==> src/rtl/gyro_pkg.sv <==
// Shared types and constants for the gyro rate accumulation path.
package gyro_pkg;

    localparam int unsigned REC_W = 32 + 32 + 1 + 16;

    localparam logic signed [31:0] S32_MAX = 32'sh7FFF_FFFF;
    localparam logic signed [31:0] S32_MIN = 32'sh8000_0000;

    typedef struct packed {
        logic [31:0] rate;
        logic [31:0] err;
        logic        sat;
        logic [15:0] seq;
    } rec_t;

    typedef enum logic [1:0] {
        IDLE  = 2'd0,
        ACCUM = 2'd1,
        LATCH = 2'd2
    } state_t;

endpackage

==> src/rtl/sync_fifo_fwft.sv <==
// First-word-fall-through synchronous FIFO; head word is always presented on dout.
module sync_fifo_fwft #(
    parameter int unsigned WIDTH = 8,
    parameter int unsigned DEPTH = 4
) (
    input  logic                     clk,
    input  logic                     rst,
    input  logic                     push,
    input  logic                     pop,
    input  logic [WIDTH-1:0]         din,
    output logic [WIDTH-1:0]         dout,
    output logic                     full,
    output logic                     empty,
    output logic [$clog2(DEPTH):0]   count
);

    localparam int unsigned AW = $clog2(DEPTH);
    localparam int unsigned CW = AW + 1;

    logic [WIDTH-1:0] mem [DEPTH];
    logic [AW-1:0]    wr_ptr;
    logic [AW-1:0]    rd_ptr;
    logic             do_push;
    logic             do_pop;

    assign empty   = (count == '0);
    assign full    = (count == CW'(DEPTH));
    assign do_pop  = pop && !empty;
    // A full FIFO still accepts a write when the head leaves in the same cycle.
    assign do_push = push && (!full || do_pop);
    assign dout    = mem[rd_ptr];

    always_ff @(posedge clk or posedge rst) begin
        if (rst) begin
            wr_ptr <= '0;
            rd_ptr <= '0;
            count  <= '0;
            for (int i = 0; i < int'(DEPTH); i++) begin
                mem[i] <= '0;
            end
        end else begin
            if (do_push) begin
                mem[wr_ptr] <= din;
                wr_ptr      <= wr_ptr + AW'(1);
            end
            if (do_pop) begin
                rd_ptr <= rd_ptr + AW'(1);
            end
            count <= count + CW'(do_push) - CW'(do_pop);
        end
    end

endmodule

==> src/rtl/gyro_rate_accum.sv <==
// Windowed sum of feedback steps and thresholded error; each finished window is
// clamped to 32 bits and queued for the host as one rate record.
module gyro_rate_accum
    import gyro_pkg::*;
#(
    parameter int unsigned SUM_W      = 48,
    parameter int unsigned FIFO_DEPTH = 4
) (
    input  logic                          i_clk,
    input  logic                          i_rst,
    input  logic                          i_en,
    input  logic                          i_trig,
    input  logic [31:0]                   i_step,
    input  logic                          i_err_done,
    input  logic [31:0]                   i_err,
    input  logic [15:0]                   i_win_len,
    input  logic                          i_rd,
    output logic                          o_valid,
    output logic [31:0]                   o_rate_sum,
    output logic [31:0]                   o_err_sum,
    output logic                          o_sat,
    output logic [15:0]                   o_seq,
    output logic [$clog2(FIFO_DEPTH):0]   o_fifo_cnt,
    output logic [15:0]                   o_ovf_cnt
);

    localparam logic signed [SUM_W-1:0] ACC_MAX = SUM_W'(S32_MAX);
    localparam logic signed [SUM_W-1:0] ACC_MIN = SUM_W'(S32_MIN);

    state_t                  state;
    logic [15:0]             win_n;
    logic [15:0]             trig_cnt;
    logic [15:0]             seq;
    logic signed [SUM_W-1:0] step_acc;
    logic signed [SUM_W-1:0] err_acc;

    logic signed [SUM_W-1:0] step_in;
    logic signed [SUM_W-1:0] err_in;
    logic [15:0]             win_len_eff;
    logic                    win_done;
    logic                    rate_hi, rate_lo, err_hi, err_lo;
    logic                    push;
    logic                    fifo_full;
    logic                    fifo_empty;
    rec_t                    rec;
    rec_t                    head;

    // Sample selection, window-close detect and 32-bit clamp of the finished sums.
    always_comb begin
        step_in     = i_trig     ? SUM_W'($signed(i_step)) : '0;
        err_in      = i_err_done ? SUM_W'($signed(i_err))  : '0;
        win_len_eff = (i_win_len == 16'd0) ? 16'd1 : i_win_len;
        win_done    = i_trig && ((17'(trig_cnt) + 17'd1) >= 17'(win_n));

        rate_hi  = step_acc > ACC_MAX;
        rate_lo  = step_acc < ACC_MIN;
        err_hi   = err_acc  > ACC_MAX;
        err_lo   = err_acc  < ACC_MIN;

        rec.rate = rate_hi ? S32_MAX : (rate_lo ? S32_MIN : step_acc[31:0]);
        rec.err  = err_hi  ? S32_MAX : (err_lo  ? S32_MIN : err_acc[31:0]);
        rec.sat  = rate_hi | rate_lo | err_hi | err_lo;
        rec.seq  = seq;

        push     = (state == LATCH) && i_en;
    end

    always_ff @(posedge i_clk or posedge i_rst) begin
        if (i_rst) begin
            state     <= IDLE;
            win_n     <= 16'd1;
            trig_cnt  <= '0;
            step_acc  <= '0;
            err_acc   <= '0;
            seq       <= '0;
            o_ovf_cnt <= '0;
        end else begin
            if (push) begin
                seq <= seq + 16'd1;
            end
            if (push && fifo_full && !i_rd && (o_ovf_cnt != 16'hFFFF)) begin
                o_ovf_cnt <= o_ovf_cnt + 16'd1;
            end

            if (!i_en) begin
                state    <= IDLE;
                trig_cnt <= '0;
                step_acc <= '0;
                err_acc  <= '0;
            end else begin
                case (state)
                    IDLE: begin
                        state    <= ACCUM;
                        win_n    <= win_len_eff;
                        trig_cnt <= '0;
                        step_acc <= '0;
                        err_acc  <= '0;
                    end
                    ACCUM: begin
                        step_acc <= step_acc + step_in;
                        err_acc  <= err_acc + err_in;
                        if (win_done) begin
                            state <= LATCH;
                        end else if (i_trig) begin
                            trig_cnt <= trig_cnt + 16'd1;
                        end
                    end
                    LATCH: begin
                        // Strobes landing here open the next window so no sample is lost.
                        state    <= ACCUM;
                        win_n    <= win_len_eff;
                        step_acc <= step_in;
                        err_acc  <= err_in;
                        trig_cnt <= {15'd0, i_trig};
                    end
                    default: begin
                        state <= IDLE;
                    end
                endcase
            end
        end
    end

    sync_fifo_fwft #(
        .WIDTH (REC_W),
        .DEPTH (FIFO_DEPTH)
    ) u_fifo (
        .clk   (i_clk),
        .rst   (i_rst),
        .push  (push),
        .pop   (i_rd),
        .din   (rec),
        .dout  (head),
        .full  (fifo_full),
        .empty (fifo_empty),
        .count (o_fifo_cnt)
    );

    assign o_valid    = !fifo_empty;
    assign o_rate_sum = head.rate;
    assign o_err_sum  = head.err;
    assign o_sat      = head.sat;
    assign o_seq      = head.seq;

endmodule
==> config.mk <==
export PLATFORM = sky130hd
export DESIGN_NAME = gyro_rate_accum
export DESIGN_NICKNAME = d
export VERILOG_FILES = /design/src/rtl/gyro_pkg.sv /design/src/rtl/sync_fifo_fwft.sv /design/src/rtl/gyro_rate_accum.sv
export SDC_FILE = /design/constraint.sdc
export NUM_CORES = 1
export LEC_CHECK = 0
export CORE_MARGIN = 1.5
export CORE_UTILIZATION = 60
export CTS_BUF_LIST = sky130_fd_sc_hd__clkbuf_8 sky130_fd_sc_hd__clkbuf_16
export DETAILED_ROUTE_END_ITERATION = 12
export PLACE_DENSITY = 0.87
export SYNTH_ARGS = -nofsm -noshare
export SYNTH_HDL_FRONTEND = slang
export SYNTH_SLANG_ARGS = --single-unit
==> constraint.sdc <==
create_clock -name i_clk -period 20.7 [get_ports i_clk]
set_input_delay 3.105 -clock i_clk [delete_from_list [all_inputs] [get_ports i_clk]]
set_output_delay 3.105 -clock i_clk [all_outputs]
set_load 0.005 [all_outputs]
-- After elaboration in Yosys (flattened, before gate mapping)
Cells that the tools add are included.
- flip-flop bits (word level): 493
- bits in latches: 0
- RAM bits: 0
- bits in read-only memories: 0
- output and inout port bits: 101
- memories kept: 0
- add/sub/neg operators: 10
- $mul: 0
- div/mod/pow operators: 0
- order comparisons: 8
- eq/ne operators: 8
- shift operators: 0
- multiplexer cells: 24
- bitwise operators: 5
- reduce and logical (&&, ||, !) cells: 18
- operator list (cell ; count):
    bitwise mux 324 bit ; 1
    case mux 48 bit (3 select lines) ; 2
    2-to-1 mux 81 bit ; 3
    2-to-1 mux 48 bit ; 4
    binary-select mux 81 bit (select 2 bit) ; 1
    demux 81 bit (select 2 bit) ; 1
    2-to-1 mux 32 bit ; 4
    adder 48 bit ; 2
    greater-than comparator 48 x 32 -> 1 bit, second input constant ; 2
    less-than comparator 48 x 32 -> 1 bit, second input constant ; 2
    2-to-1 mux 16 bit ; 4
    adder 16 x 1 -> 16 bit, second input constant ; 3
    case mux 16 bit (3 select lines) ; 1
    adder 16 x 1 -> 17 bit, second input constant ; 1
    greater-or-equal comparator 17 x 16 -> 1 bit ; 1
    logical NOT 16 bit ; 1
    != test 16 bit, second input constant ; 1
    != test 3 bit, second input constant ; 3
    logical AND 1 bit ; 8
    greater-or-equal comparator 3 bit, second input constant ; 2
    NOT 2 -> 3 bit ; 2
    adder 2 x 1 -> 2 bit, second input constant ; 2
    2-to-1 mux 2 bit ; 2
    != test 4 x 1 -> 1 bit, second input constant ; 1
    other kinds (15) ; 19

-- Logic depth before layout (Yosys ltp)
Gate-level depths: netlist of the first run.
- depth in word-level cells: 7
- depth in mapped cells: 19

-- Modules after synthesis
From an unflattened synthesis of the first run, not the netlist that was laid out.
- cell total of the unflattened synthesis: 2494
- area, all modules: 27951.8 um^2
- by module, submodules not included (module ; times used ; cells an instance ; area an instance (um^2) ; sequential area each (um^2)):
    sync_fifo_fwft ; 1 ; 819 ; 14471.4 ; 8282.9
    gyro_rate_accum ; 1 ; 1675 ; 13480.4 ; 4055.1

-- Least setup slack after synthesis of the first run
OpenSTA, ideal clock, no wires.
- kind: input -> register
- start point: input port i_trig
- end point: register step_acc[32]
- arrival time: 6.081 ns
- required time: 20.567 ns
- path slack: 14.485 ns
- cell stages on the path: 17
- buffers on the path: 2
- cell sequence: clkbuf_1 clkbuf_1 and2_1 ha_1 inv_1 fa_1 nor2b_1 o31ai_1 a21oi_1 a41o_2 nand2_1 o31a_1 nor3_1 a31oi_1 o221ai_1 xnor2_1 o21ai_0
- cells in the longest elaborated chain, start to end: 4
- RTL lines (item ; RTL line ; RTL):
    start, declared ; gyro_rate_accum.sv:12 ; input logic i_trig,
    2-to-1 mux 48 bit * ; gyro_rate_accum.sv:50 ; step_in = i_trig ? SUM_W'($signed(i_step)) : '0;
    adder 48 bit ; gyro_rate_accum.sv:100 ; step_acc <= step_acc + step_in;
    case mux 48 bit (3 select lines) * ; gyro_rate_accum.sv:91 ; case (state)
    2-to-1 mux 48 bit * ; gyro_rate_accum.sv:85 ; if (!i_en) begin
    end signal, assigned ; gyro_rate_accum.sv:100 ;
    end signal, assigned ; gyro_rate_accum.sv:112 ; step_acc <= step_in;
    end, declared ; gyro_rate_accum.sv:34 ; logic signed [SUM_W-1:0] step_acc;
Mark *: on every way between the ends. The rest lies on a longest branch, timed or not.
A chain may end at the register's enable or synchronous reset.

-- Final worst setup path of the first run
- start point: input port i_err_done
- end point: register err_acc[40]
- cells in the longest elaborated chain, start to end: 4
- RTL lines (item ; RTL line ; RTL):
    start, declared ; gyro_rate_accum.sv:14 ; input logic i_err_done,
    2-to-1 mux 48 bit * ; gyro_rate_accum.sv:51 ; err_in = i_err_done ? SUM_W'($signed(i_err)) : '0;
    adder 48 bit ; gyro_rate_accum.sv:101 ; err_acc <= err_acc + err_in;
    case mux 48 bit (3 select lines) * ; gyro_rate_accum.sv:91 ;
    2-to-1 mux 48 bit * ; gyro_rate_accum.sv:85 ;
    end signal, assigned ; gyro_rate_accum.sv:101 ;
    end signal, assigned ; gyro_rate_accum.sv:113 ; err_acc <= err_in;
    end, declared ; gyro_rate_accum.sv:35 ; logic signed [SUM_W-1:0] err_acc;
Marks and branches as above.

==> metrics.txt, run 1 <==
die width=around 220 um; R2R Path End=trig_cnt[1]$_DFFE_PP0P_; most frequent cells in the layout=dfrtp_1, nand2_1, o21ai_0; Peak VDD IR=about 0.086 mV; Avg WL per Cell=roughly 20 um; Total Wirelength=between 70000 and 80000 um; htree depth=2; Critical Path Source Type=input pin; Worst EP required=roughly 21000 ps; drt pass-1 iters=5; category of the most critical setup path=in2reg; Worst Setup End Kind=flip-flop; Worst path slowest cell=clkdlybuf4s50_1; Slew @ Worst Pin=1090 ps; hold path start=u_fifo.mem[124]$_DFFE_PP0P_; layout cells sized above 1=a little over a tenth; DRT iter0 DRCs=approximately 2100; # DRC=0; Rows=77; Tmin final=roughly 7100 ps; Max-Cap Viols=0; layout net count=just over 3000; Final setup viols=0; initial core utilization=between 60 and 70%; relative slew slack=between 20% and 30%; Clock Sinks=493; Min-Delay Path Class=reg2reg; root buf cell=clkbuf_16; die area=46200 um^2; via count=21900; CTS buffer count=between 50 and 60; power per cell area=112 nW/um^2; chip height=approximately 220 um; final setup margin=about 14000 ps; FF+latch count, synth=roughly 490; RSZ-0062 raised after global routing=false; main flop type after synthesis=dfrtp_1; Final Instance Area=roughly 31000 um^2; mapped cell area=roughly 27000 um^2; Core Area=about 44000 um^2; Peak Freq=around 0.14 GHz; FF-to-FF Start=trig_cnt[2]$_DFFE_PP0P_; CTS tree=built; vias in the first global route=21900; Max FO, Critical Path=33; clk slew on worst S/H paths=about 60 ps; Worst Hold Path EP=u_fifo.mem[124]$_DFFE_PP0P_; crit path from=i_err_done; most common cell after layout, fill and taps aside=dfrtp_1; Synth async-reset ratio=100%; P_leak=roughly 14 nW; Fin Setup TNS=0 ps; EDFF count, synth=0; Total Routing Usage GR=30.5%; Seq/Total Area, Yosys=a little under half; Yosys warning count=0; post-DP HPWL=46400 um; placed inst area=between 20000 and 30000 um^2; Final Max Tran Viols=0; post-synth cell types=between 70 and 80; Clock Skew=~11 ps; first-pass GRT wire length=114000 um; R2R setup slack=approximately 16000 ps; GRT overflow=0; cells after synthesis=between 2000 and 3000; clock buffer depth=3; post-CTS sizing=0; outcome=finished clean; Syn Area/Cell=between 9 and 10 um^2; Placed Cells incl. Taps=around 3300; Final Non-Filler Cells=between 3000 and 4000; Via density=about 6.4; Routed Antenna Nets=0; R2R depth=16; hold_buf cts=0; initial antenna violation count=2; clock latency on the worst-skew pair=610 ps; largest net degree at the start of global routing=193; CP Data Arrival Time=approximately 7600 ps; Slowest Stage Delay on Critical Path=about 1200 ps; I/O Pins=between 150 and 200; Area Overhead vs Synth=14.6%; worst-path cell chain=clkdlybuf4s50_1, and2_1, ha_1, inv_1, fa_1, nor2b_4, o2111a_1, o21a_1, o2111ai_2, a31oi_1, or4_4, a21oi_2, or2_2, o21ai_2, xnor2_1, a221o_2; DP Worst Slack=13150 ps; IO Port Bufs=~190; Post-CTS Setup Bufs=0; worst hold stages=2; period utilization=between 30% and 40%; Synth Net Count=between 2000 and 3000; final weighted congestion in routability-driven placement=0.928; Fin. Hold Viols=0
==> worst max-delay path by stage <==
| stage | endpoint | slack [ps] | cells past startpoint |
|---|---|---|---|
| global placement | err_acc[40]$_DFFE_PP0P_ | 13280 | 16 |
| global route | err_acc[40]$_DFFE_PP0P_ | 13440 | 16 |
| CTS | err_acc[40]$_DFFE_PP0P_ | 13690 | 16 |
| detailed placement | err_acc[40]$_DFFE_PP0P_ | 13150 | 16 |
| finish | err_acc[40]$_DFFE_PP0P_ | 13640 | 16 |
| floorplan | err_acc[0]$_DFFE_PP0P_ | 3840 | 1 |
==> worst max-delay path, delay by kind of cell <==
family                   cells  cell delay (ps)
adder cells (fa/ha/maj)      2              710
XOR/XNOR                     1               80
buffers and inverters        2             1260
AND/OR/NAND/NOR              4              980
AO/OA/AOI/OAI                7             1420
==> metrics by stage <==
stage	utilization, %	hold WS, ps	power [mW]
after floorplan	-	445	2.01
after detailed placement	65.7	465	2.48
after global placement	65.7	455	2.41
final	69.7	474	3.45
after global routing	69.7	503	3.63
after CTS	69.7	477	3.45
==> cell usage after synthesis, types with 16 or more instances <==
| master | instances | area, um^2 |
|---|---|---|
| a21o_1 | 48 | 360 |
| o21bai_1 | 18 | 135 |
| nand3_1 | 35 | 175 |
| nor3_1 | 16 | 80.1 |
| buf_1 | 20 | 75.1 |
| a21oi_1 | 193 | 966 |
| a22oi_1 | 59 | 443 |
| o21ai_1 | 17 | 85.1 |
| nand2_1 | 424 | 1590 |
| mux4_2 | 81 | 1820 |
| o21ai_0 | 420 | 2100 |
| dfrtp_1 | 492 | 12300 |
| and3_1 | 20 | 125 |
| xnor2_1 | 97 | 850 |
| ha_1 | 123 | 1540 |
| xor2_1 | 42 | 368 |
| nor2_1 | 58 | 218 |
| nor4_1 | 16 | 100 |
| inv_1 | 61 | 229 |
| nand4_1 | 43 | 269 |
| clkbuf_1 | 145 | 544 |
| nor2b_1 | 17 | 106 |
| mux2_2 | 65 | 732 |
| and2_1 | 64 | 400 |
| o31ai_1 | 16 | 120 |
==> final cells by class <==
cell class	count	area, um^2
Multi-Input combinational cell	1996	13800
Fill cell	3143	13400
Sequential cell	493	12300
Timing Repair Buffer	207	2030
Clock buffer	63	1440
Tap cell	592	741
Clock inverter	31	324
Inverter	61	236
Antenna cell	1	2.50
==> power by group <==
group          switching, mW  total (mW)  internal, mW
Combinational          0.705        1.18         0.471
Sequential             0.154        1.32          1.17
Clock                  0.398       0.956         0.558
Total                   1.26        3.45          2.20
==> kinds of logic after synthesis <==
| family | count (synthesis) | synth area share, % |
|---|---|---|
| compound gates | 858 | 18.6 |
| simple gates | 727 | 12.3 |
| flops | 493 | 45.7 |
| buf+inv | 242 | 3.45 |
| mux | 146 | 9.48 |
| xor+xnor | 139 | 4.51 |
| fa+ha+maj | 126 | 5.93 |
==> flip-flops by register name, summed over array words and instances (netlist names) <==
name,flops
trig_cnt,16
u_fifo.mem,324
u_fifo.rd_ptr,2
seq,16
step_acc,48
state,2
u_fifo.count,3
u_fifo.wr_ptr,2
err_acc,48
win_n,16
o_ovf_cnt,16
==> metal layers <==
layer  part of all wire (%)  GRT usage, %  vias up
met5                      0             0        -
met4                    2.3          8.76        0
met3                    7.3          5.69      107
met2                     48          49.6      826
met1                     42          42.2    11100
li1                       -             -     9915
Power figures use the tool's default switching activity.
==> inputs of run 2 (changes only) <==
==> constraint.sdc (replaced) <==
create_clock -name i_clk -period 7.2 [get_ports i_clk]
set_input_delay 1.08 -clock i_clk [delete_from_list [all_inputs] [get_ports i_clk]]
set_output_delay 1.08 -clock i_clk [all_outputs]
set_load 0.005 [all_outputs]
==> run 2 against run 1 <==
Compared with the run above: die area stayed put; cell area hardly changed; global-route usage is 0.26 points higher; sequential power grew to 2.9 times the previous value; count of clock-buffer cells in the layout stayed put; critical endpoint is now step_acc[32]$_DFFE_PP0P_; via count is 0.24% lower; critical path depth stayed put; first-iteration DRC count is 0.47% lower; clock power grew to 2.8 times the previous value.
==> metrics.txt, run 2 (same netlist as run 1, synthesis figures left out) <==
outcome=finished clean; Total Routing Usage GR=30.8% (+0.26 points); GRT overflow=0 (unchanged); Clock Sinks=493 (unchanged); Total Wirelength=70900 um (+0.56%); drt pass-1 iters=6 (+1); Peak VDD IR=0.211 mV (+140%); category of the most critical setup path=in2reg; Final Max Tran Viols=0 (unchanged); clock buffer depth=3 (unchanged); first-pass GRT wire length=115000 um (about the same); layout cells sized above 1=10.3% (-0.18 points); Max-Cap Viols=0 (unchanged); Routed Antenna Nets=0 (unchanged); initial core utilization=60.9% (unchanged); Tmin final=~4800 ps; IO Port Bufs=186 (unchanged); clock latency on the worst-skew pair=610 ps (about the same); period utilization=66.1%; final weighted congestion in routability-driven placement=0.962 (+3.7%); power per cell area=321 nW/um^2 (+190%); Via density=6.34 (-0.24%); Worst EP required=7650 ps (-13540 ps); Biggest register=u_fifo.mem; post-DP HPWL=46900 um (+1.1%); n_diodes=0 (-1); layout net count=3024 (+0.066%); Fin. Hold Viols=0 (unchanged); R2R setup slack=2910 ps (-13520 ps); # fillers=3136 (-0.22%); relative slew slack=24.7% (-2.9 points); DRT iter0 DRCs=2103 (-0.47%); largest net degree at the start of global routing=167 (-13%); biggest regs=u_fifo.mem: 324 flops, err_acc: 48 flops, step_acc: 48 flops; Max FO, Critical Path=17 (-48%); die area=46200 um^2 (unchanged); htree depth=2 (unchanged); hold_buf cts=0 (unchanged); P_leak=14.1 nW (about the same); # DRC=0 (unchanged); Area Overhead vs Synth=14.5% (about the same); Largest register FFs=324 (unchanged); most common cell after layout, fill and taps aside=dfrtp_1; Post-CTS Setup Bufs=0 (unchanged); Final Hold Slack=477 ps (+3.01 ps); Avg WL per Cell=20.6 um (+0.56%); clk slew on worst S/H paths=60 ps (about the same); I/O Pins=187 (unchanged); post-CTS sizing=0 (unchanged); CTS tree=built; Clock Skew=24.3 ps (+12.9 ps); DP Worst Slack=1950 ps (-11200 ps); CP Data Arrival Time=5210 ps (-2340 ps); die width=215 um (unchanged); most frequent cells in the layout=dfrtp_1, o21ai_0, nand2_1; Core Area=44300 um^2 (unchanged); Critical Path Source Type=input pin; chip height=215 um (unchanged); Min-Delay Path Class=reg2reg; via count=21900 (-0.24%); Worst Setup End Kind=flip-flop; RSZ-0062 raised after global routing=false; Final Power=9.91 mW (+190%); final setup margin=2440 ps (-11200 ps); Peak Freq=~0.21 GHz; vias in the first global route=22000 (+0.50%); Final setup viols=0 (unchanged); Rows=77 (unchanged); initial antenna violation count=0 (-2); Slew @ Worst Pin=1130 ps (+43.7 ps); root buf cell=clkbuf_16; CTS buffer count=52 (+2.0%)
-- run 2: path summary, 6_finish.rpt --
path,cells past startpoint,startpoint,endpoint
max in group asynchronous,4,i_rst,err_acc[21]$_DFFE_PP0P_
min in group asynchronous,3,i_rst,u_fifo.mem[235]$_DFFE_PP0P_
setup / recovery,16,i_trig,step_acc[32]$_DFFE_PP0P_
hold / removal,2,u_fifo.mem[47]$_DFFE_PP0P_,u_fifo.mem[47]$_DFFE_PP0P_
setup reg to reg,16,trig_cnt[2]$_DFFE_PP0P_,trig_cnt[1]$_DFFE_PP0P_
hold reg to reg,2,u_fifo.mem[47]$_DFFE_PP0P_,u_fifo.mem[47]$_DFFE_PP0P_
-- run 2: area by class of cell --
| type | instances | area [um^2] | share of cell area [%] |
|---|---|---|---|
| multi-input combinational | 1996 | 13800 | 44.6 |
| sequential | 493 | 12300 | 40.0 |
| timing repair buffer | 208 | 2050 | 6.64 |
| clock buffer | 63 | 1460 | 4.74 |
| tap | 592 | 741 | 2.40 |
| clock inverter | 31 | 270 | 0.875 |
| inverter | 61 | 233 | 0.754 |
-- run 2: metal layers --
layer / part of all wire (%) / global-route usage, %
met1: 41 / 41.5
met2: 48 / 50.7
met3: 7.5 / 5.11
met4: 3.4 / 11.1
met5: 0 / 0
-- run 2: where the power goes --
part	leakage (nW)	total, mW	switching, mW	internal, mW
clock	0.899	2.72	1.14	1.58
combinational	6.51	3.33	1.98	1.35
sequential	6.72	3.86	0.510	3.35
total	14.1	9.91	3.62	6.29
-- run 2: worst max-delay path: stages --
cell and delay (ps):
clkdlybuf4s50_1 890, and2_1 250, ha_1 190, inv_1 70
fa_1 410, nor2b_1 190, o31ai_1 100, a21oi_1 260
a41o_2 320, nand2_1 90, o31a_1 350, nor3_1 330
a31oi_1 220, o221ai_1 220, xnor2_1 140, o21ai_0 80
-- run 2: through the flow --
| step | cell area [um^2] | cells | util (%) | setup TNS, ps |
|---|---|---|---|---|
| final | 30900 | 3444 | 69.7 | 0 |
| after global routing | 30900 | 3444 | 69.7 | 0 |
| after CTS | 30900 | 3444 | 69.7 | 0 |
| after detailed placement | 29200 | 3350 | 65.8 | 0 |
| after global placement | 29200 | 3350 | 65.8 | 0 |
| after floorplan | 27000 | 2731 | - | -278350 |
